[src/rtl/pa_riscv_pkg.sv]
// Shared types and helpers for the instruction-memory loader.
package pa_riscv;

  typedef enum logic [2:0] {
    IDLE   = 3'd0,
    LEN_LO = 3'd1,
    LEN_HI = 3'd2,
    WORD   = 3'd3,
    WRITE  = 3'd4,
    CHECK  = 3'd5,
    DONE   = 3'd6,
    ERROR  = 3'd7
  } loaderState_t;

  localparam int LOADER_LEN_BYTES = 2;

  function automatic logic byte_ready_in(input loaderState_t s);
    return s inside {LEN_LO, LEN_HI, WORD, CHECK};
  endfunction

  function automatic logic busy_in(input loaderState_t s);
    return s inside {LEN_LO, LEN_HI, WORD, WRITE, CHECK};
  endfunction

  function automatic logic [7:0] checksum_step(input logic [7:0] acc, input logic [7:0] b);
    return acc ^ b;
  endfunction

endpackage

[src/rtl/instr_mem_loader_word_assembler.sv]
// Byte-lane assembler: collects four bytes little-endian into one 32-bit word.
// The completing byte is merged combinationally so the word is usable on that edge.
module loader_word_assembler (
  input  logic        clk,
  input  logic        rst_n,
  input  logic        clear,
  input  logic        byte_en,
  input  logic [7:0]  byte_data,
  output logic [31:0] word,
  output logic        word_complete
);

  logic [23:0] lane_r;
  logic [1:0]  byte_cnt_r;

  // Lower three lanes and the lane counter
  always_ff @(posedge clk or negedge rst_n) begin
    if (!rst_n) begin
      lane_r     <= 24'h00_0000;
      byte_cnt_r <= 2'd0;
    end else if (clear) begin
      lane_r     <= 24'h00_0000;
      byte_cnt_r <= 2'd0;
    end else if (byte_en) begin
      case (byte_cnt_r)
        2'd0:    lane_r[7:0]   <= byte_data;
        2'd1:    lane_r[15:8]  <= byte_data;
        2'd2:    lane_r[23:16] <= byte_data;
        default: lane_r        <= lane_r;
      endcase
      byte_cnt_r <= byte_cnt_r + 2'd1;
    end else begin
      lane_r     <= lane_r;
      byte_cnt_r <= byte_cnt_r;
    end
  end

  // Top lane comes straight from the incoming byte
  always_comb begin
    word          = {byte_data, lane_r};
    word_complete = byte_en && (byte_cnt_r == 2'd3);
  end

endmodule

[src/rtl/instr_mem_loader.sv]
// Loads a length-prefixed little-endian word stream into instruction memory,
// holding the core in reset until done. Define INSTR_MEM_LOADER_CHECKSUM_EN for a trailing XOR byte.
module instr_mem_loader
  import pa_riscv::*;
#(
  parameter logic [31:0] BASE_ADDRESS = 32'h0000_0000,
  parameter int          MAX_WORDS    = 1024
) (
  input  logic        i_clk,
  input  logic        i_arst_n,
  input  logic        i_start,
  input  logic        i_byteValid,
  input  logic [7:0]  i_byteData,
  output logic        o_byteReady,
  output logic        o_imemWriteEn,
  output logic [31:0] o_imemWriteAddress,
  output logic [31:0] o_imemWriteData,
  output logic        o_coreSrst,
  output logic        o_busy,
  output logic        o_done,
  output logic        o_error
);

  localparam int               LEN_W   = 8 * LOADER_LEN_BYTES;
  localparam logic [LEN_W-1:0] MAX_LEN = LEN_W'(MAX_WORDS);
`ifdef INSTR_MEM_LOADER_CHECKSUM_EN
  localparam loaderState_t     END_STATE = CHECK;
`else
  localparam loaderState_t     END_STATE = DONE;
`endif

  loaderState_t     state_r;
  loaderState_t     state_s;
  logic [7:0]       len_lo_r;
  logic [LEN_W-1:0] len_r;
  logic [LEN_W-1:0] index_r;
  logic [LEN_W-1:0] len_full_s;
  logic             accept_s;
  logic             asm_clear_s;
  logic             asm_en_s;
  logic [31:0]      word_s;
  logic             word_complete_s;
`ifdef INSTR_MEM_LOADER_CHECKSUM_EN
  logic [7:0]       csum_r;
`endif

  // Handshake qualifiers
  always_comb begin
    accept_s   = i_byteValid && o_byteReady;
    asm_en_s   = accept_s && (state_r == WORD);
    len_full_s = {i_byteData, len_lo_r};
  end

  loader_word_assembler u_word_assembler (
    .clk           (i_clk),
    .rst_n         (i_arst_n),
    .clear         (asm_clear_s),
    .byte_en       (asm_en_s),
    .byte_data     (i_byteData),
    .word          (word_s),
    .word_complete (word_complete_s)
  );

  // Next-state decode
  always_comb begin
    state_s     = state_r;
    asm_clear_s = 1'b0;
    case (state_r)
      IDLE, DONE, ERROR: begin
        if (i_start) begin
          state_s     = LEN_LO;
          asm_clear_s = 1'b1;
        end else begin
          state_s = state_r;
        end
      end
      LEN_LO: begin
        if (accept_s) state_s = LEN_HI;
        else          state_s = LEN_LO;
      end
      LEN_HI: begin
        if (!accept_s)                             state_s = LEN_HI;
        else if (len_full_s == {LEN_W{1'b0}})      state_s = END_STATE;
        else if (len_full_s > MAX_LEN)             state_s = ERROR;
        else                                       state_s = WORD;
      end
      WORD: begin
        if (word_complete_s) state_s = WRITE;
        else                 state_s = WORD;
      end
      WRITE: begin
        if (index_r + LEN_W'(1) == len_r) state_s = END_STATE;
        else                              state_s = WORD;
      end
`ifdef INSTR_MEM_LOADER_CHECKSUM_EN
      CHECK: begin
        if (!accept_s)                  state_s = CHECK;
        else if (i_byteData == csum_r)  state_s = DONE;
        else                            state_s = ERROR;
      end
`endif
      default: state_s = IDLE;
    endcase
  end

  // State register with outputs registered from the next state
  always_ff @(posedge i_clk or negedge i_arst_n) begin
    if (!i_arst_n) begin
      state_r            <= IDLE;
      o_byteReady        <= 1'b0;
      o_imemWriteEn      <= 1'b0;
      o_imemWriteAddress <= 32'h0000_0000;
      o_imemWriteData    <= 32'h0000_0000;
      o_coreSrst         <= 1'b1;
      o_busy             <= 1'b0;
      o_done             <= 1'b0;
      o_error            <= 1'b0;
    end else begin
      state_r       <= state_s;
      o_byteReady   <= byte_ready_in(state_s);
      o_busy        <= busy_in(state_s);
      o_coreSrst    <= (state_s != DONE);
      o_done        <= (state_s == DONE);
      o_error       <= (state_s == ERROR);
      o_imemWriteEn <= (state_s == WRITE);
      if (state_s == WRITE) begin
        o_imemWriteAddress <= BASE_ADDRESS + {{(30-LEN_W){1'b0}}, index_r, 2'b00};
        o_imemWriteData    <= word_s;
      end else begin
        o_imemWriteAddress <= o_imemWriteAddress;
        o_imemWriteData    <= o_imemWriteData;
      end
    end
  end

  // Frame length and word index
  always_ff @(posedge i_clk or negedge i_arst_n) begin
    if (!i_arst_n) begin
      len_lo_r <= 8'h00;
      len_r    <= {LEN_W{1'b0}};
      index_r  <= {LEN_W{1'b0}};
    end else begin
      if (state_r == LEN_LO && accept_s) len_lo_r <= i_byteData;
      else                               len_lo_r <= len_lo_r;
      if (state_r == LEN_HI && accept_s) begin
        len_r   <= len_full_s;
        index_r <= {LEN_W{1'b0}};
      end else if (state_r == WRITE) begin
        len_r   <= len_r;
        index_r <= index_r + LEN_W'(1);
      end else begin
        len_r   <= len_r;
        index_r <= index_r;
      end
    end
  end

`ifdef INSTR_MEM_LOADER_CHECKSUM_EN
  // Running XOR over length and word bytes
  always_ff @(posedge i_clk or negedge i_arst_n) begin
    if (!i_arst_n) begin
      csum_r <= 8'h00;
    end else if (asm_clear_s) begin
      csum_r <= 8'h00;
    end else if (accept_s && (state_r inside {LEN_LO, LEN_HI, WORD})) begin
      csum_r <= checksum_step(csum_r, i_byteData);
    end else begin
      csum_r <= csum_r;
    end
  end
`endif

endmodule

[config.mk]
export PLATFORM = sky130hd
export DESIGN_NAME = instr_mem_loader
export DESIGN_NICKNAME = d
export VERILOG_FILES = /design/src/rtl/pa_riscv_pkg.sv /design/src/rtl/instr_mem_loader_word_assembler.sv /design/src/rtl/instr_mem_loader.sv
export SDC_FILE = /design/constraint.sdc
export NUM_CORES = 1
export LEC_CHECK = 0
export CAP_MARGIN = 40
export CORE_ASPECT_RATIO = 0.8
export CORE_MARGIN = 3
export CORE_UTILIZATION = 50
export CTS_CLUSTER_SIZE = 30
export DETAILED_ROUTE_END_ITERATION = 10
export PLACE_DENSITY = 0.83
export SKIP_LAST_GASP = 1
export SLEW_MARGIN = 0
export SYNTH_ARGS = -nofsm -noshare
export SYNTH_HDL_FRONTEND = slang
export SYNTH_SLANG_ARGS = --single-unit
[constraint.sdc]
create_clock -name i_clk -period 2.25 [get_ports i_clk]
set_input_delay 0.45 -clock i_clk [delete_from_list [all_inputs] [get_ports i_clk]]
set_output_delay 0.45 -clock i_clk [all_outputs]
set_load 0.01 [all_outputs]
==> impl_metrics.ini <==
[synth]
synth_top_family_by_area = simple AND/OR/NAND/NOR gates
ys.flop_type = dfrtp_1
synth_top_area_share_pct = 52.03
ys_ff_latch = 123
synth_area_leader_cell = dfrtp_1
ys_seq_area_share_pct = 52.47
synth_xor_area_share_pct = 3.284
synth_edf_count = 0
synth_mux_area_share_pct = 5.288
synth-simple-area-share_pct = 23.52
async_flop_share_pct = 100.0
syn_area_per_cell_um2 = 9.084
synth_compound_area_share_pct = 9.019
synthCells = 646
synth_area_leaders = dfrtp_1 (52%), nand2_1 (12%), mux2_2 (4.6%), nand3_1 (3.2%), a21oi_1 (3.0%)
synth_cell_types = 52
syn-cell-area_um2 = 5868
yosys.area_share.adder_pct = 1.066
yosysWarnings = 0

[setup_path]
path_class = reg2reg
cp-end-kind = register
worstPathRequired_ns = 2.59
critPathLaunchType = register
worstPathArrival_ns = 2.58
worst-path-max-fanout = 4

[run_status]
status = finished, final reports clean

[drt]
wirelength_mm = 15.48
drt-wirelength-per-cell_um = 17.08
vias = 5080
drc = 0
ant_nets = 0
drtIter0Drc = 577
viasPerCell = 5.607
dr.pass1.iters = 5

[final_layout]
final_util_pct = 68.48
syn2layout_area_growth_pct = 30.06
drive_gt1_share_pct = 19.03
final_common_cell = nand2_1
multiInputGateArea_um2 = 2635
regArea_um2 = 3083
final_cell_mix = nand2_1 (191), dfrtp_1 (119), clkdlybuf4s50_1 (64)
diodes = 0
final_cells = 906
fill_cells = 795
nNetsFinal = 766

[global_routing]
grt_pass1_wl_mm = 25.10
grt_max_degree = 58
gr-max-usage-layer = met2
grtUsageMet2_pct = 40.73
grt_usage_pct = 24.52
grt_antenna_before_repair = 0
grt.met3_usage_pct = 4.350
use_met1_pct = 32.85
grt_pass1_vias = 5029
gr-total-overflow = 0

[power_and_ir_drop]
ir_drop_mv = 0.7322
switchingPower_mw = 3.350
p_int_mw = 6.288
powerDensity_nw_per_um2 = 1263
swShare_pct = 34.76
p_leak_nw = 3.522
pwr-share-seq_pct = 38.2
p_clk_share_pct = 27.0
finalPower_mw = 9.638
comb_power_share_pct = 34.8

[place]
dp_cells = 871
numPortBuffers = 65
dp_hpwl_mm = 10.70
pre_cts_slack_ns = -0.2094
place.gp.congestion = 0.8990

[timing]
finalCritPeriodShare_pct = 99.51
fin_skew_ns = 0.007246
fmax_mhz = 446.6
slew_headroom_pct = 44.44
fin_ws_ns = 0.01099
slew_viol_final = 0
setup_viol = 0
finalCriticalPeriod_ns = 2.239
setup_tns_ns = 0
worst_pin_slew_ns = 0.8304
rsz0062_at_grt = true
finalHoldViolCount = 0

[die]
die_y_um = 102.9
fp.dieW_um = 127.1
die_area_um2 = 13080
start_util_pct = 52.65
rows = 34
io_pins = 82
core_um2 = 11150

[job]
maxCapViolations = 0

[clocking]
cts_buffers = 17
cts_sinks = 123
cts_max_level = 4
clk-insertion-delay-late_ns = 0.41
clk_pin_slew_ns = 0.06
postCtsHoldBufs = 0
clk_path_buf_depth = 2
tritoncts = done
clockRootBuffer = clkbuf_16

[min_path]
hp-class = in2async
[registers in the layout, summed over array words and instances (netlist names)]
name	cells
o_imemWriteData	32
index_r	16
o_busy	1
state_r	3
o_done	1
len_r	16
u_word_assembler.byte_cnt_r	2
o_byteReady	1
u_word_assembler.lane_r	24
o_coreSrst	1
o_imemWriteAddress	16
len_lo_r	8
o_imemWriteEn	1
o_error	1
[repair_timing]
item | CTS | global route
resized for setup | 7 | 14
endpoints found under the setup margin | 5 | 6
endpoints found under the hold margin | 0 | 0
pin swaps | 8 | 11
setup buffers | 3 | 0
[power groups by stage]
| stage | Combinational (mW) | Clock [mW] | Sequential [mW] |
|---|---|---|---|
| 4_1_cts | 3.32 | 2.62 | 3.65 |
| 6_report | 3.36 | 2.61 | 3.68 |
| 3_5_place_dp | 3.26 | 0 | 3.68 |
| 3_3_place_gp | 3.13 | 0 | 3.64 |
| 5_1_grt | 3.67 | 2.72 | 3.77 |
| 2_1_floorplan | 1.69 | 0 | 3.70 |
[path summary, 6_finish.rpt]
path / slack, ns / endpoint / cells past startpoint / startpoint
setup / recovery: 0.01 / o_coreSrst$_DFF_PN1_ / 8 / index_r[9]$_DFFE_PN0P_
hold / removal: 0.02 / o_imemWriteAddress[6]$_DFFE_PN0P_ / 1 / i_arst_n
min in group i_clk: 0.47 / o_imemWriteData[3]$_DFFE_PN0P_ / 2 / u_word_assembler.lane_r[3]$_DFFE_PN0P_
setup reg to reg: 0.01 / o_coreSrst$_DFF_PN1_ / 8 / index_r[9]$_DFFE_PN0P_
max in group asynchronous: 1.52 / index_r[12]$_DFFE_PN0P_ / 2 / i_arst_n
hold reg to reg: 0.47 / o_imemWriteData[3]$_DFFE_PN0P_ / 2 / u_word_assembler.lane_r[3]$_DFFE_PN0P_
[Yosys cell counts, types with 2 or more instances]
master and count:
nand2_1 192, dfrtp_1 122, nand3_1 37, a21oi_1 35, clkbuf_1 33, o21ai_0 29, nor2_1 28, mux2_2 24
buf_4 16, xnor2_1 16, nor4_1 11, inv_1 7, nand2b_1 6, nor3_1 6, xor2_1 6, buf_2 5
ha_1 5, nand4_1 5, buf_1 4, mux2i_1 4, nand3b_1 4, o22ai_1 4, o31ai_1 4, and2_1 3
and3_1 3, a211oi_1 2, a311oi_1 2, a31oi_1 2, nor2b_1 2, nor3b_1 2, o211a_1 2, o211ai_1 2
o21a_1 2, or3_1 2, or4_1 2
[cell type report]
type                            count  share of cell area (%)
Clock inverter                     15                   1.836
Clock buffer                       17                   5.574
Tap cell                          144                   2.361
Sequential cell                   123                   40.39
Multi-Input combinational cell    473                   34.52
Timing Repair Buffer              127                   14.97
Inverter                            7                  0.3443
[routing by layer]
layer / share of wire [%] / routed length [µm]
met1: 43 / 6666
met2: 48 / 7474
met3: 6.9 / 1061
met4: 1.8 / 276
met5: 0 / 0
[worst max-delay path: stages, from the launching register on]
cell	delay (ns)
dfrtp_1	0.36
nand4_1	0.18
buf_4	0.21
or4_4	0.53
nand3b_1	0.14
o2111ai_1	0.16
nor4_2	0.25
o21ai_1	0.12
or2_1	0.22
[kinds of logic (layout without fill, tap and decap cells)]
family                     after synthesis  after routing
AOI/OAI and AO/OA                       91             91
xor gates and xnor gates                22             22
adders and majority gates                5              5
buffers and inverters                   65            166
DFF                                    123            123
muxes                                   28             28
other                                    1             16
and+or+nand+nor                        311            311
[metrics by stage]
step / hold slack [ns] / instance area [µm²]
finish: 0.01703 / 7632
global route: 0.05977 / 7632
CTS: 0.04319 / 7577
detailed placement: 0.4486 / 6960
global placement: 0.4542 / 6960
floorplan: 0.1544 / 5938
(Power assumes the default switching activity.)
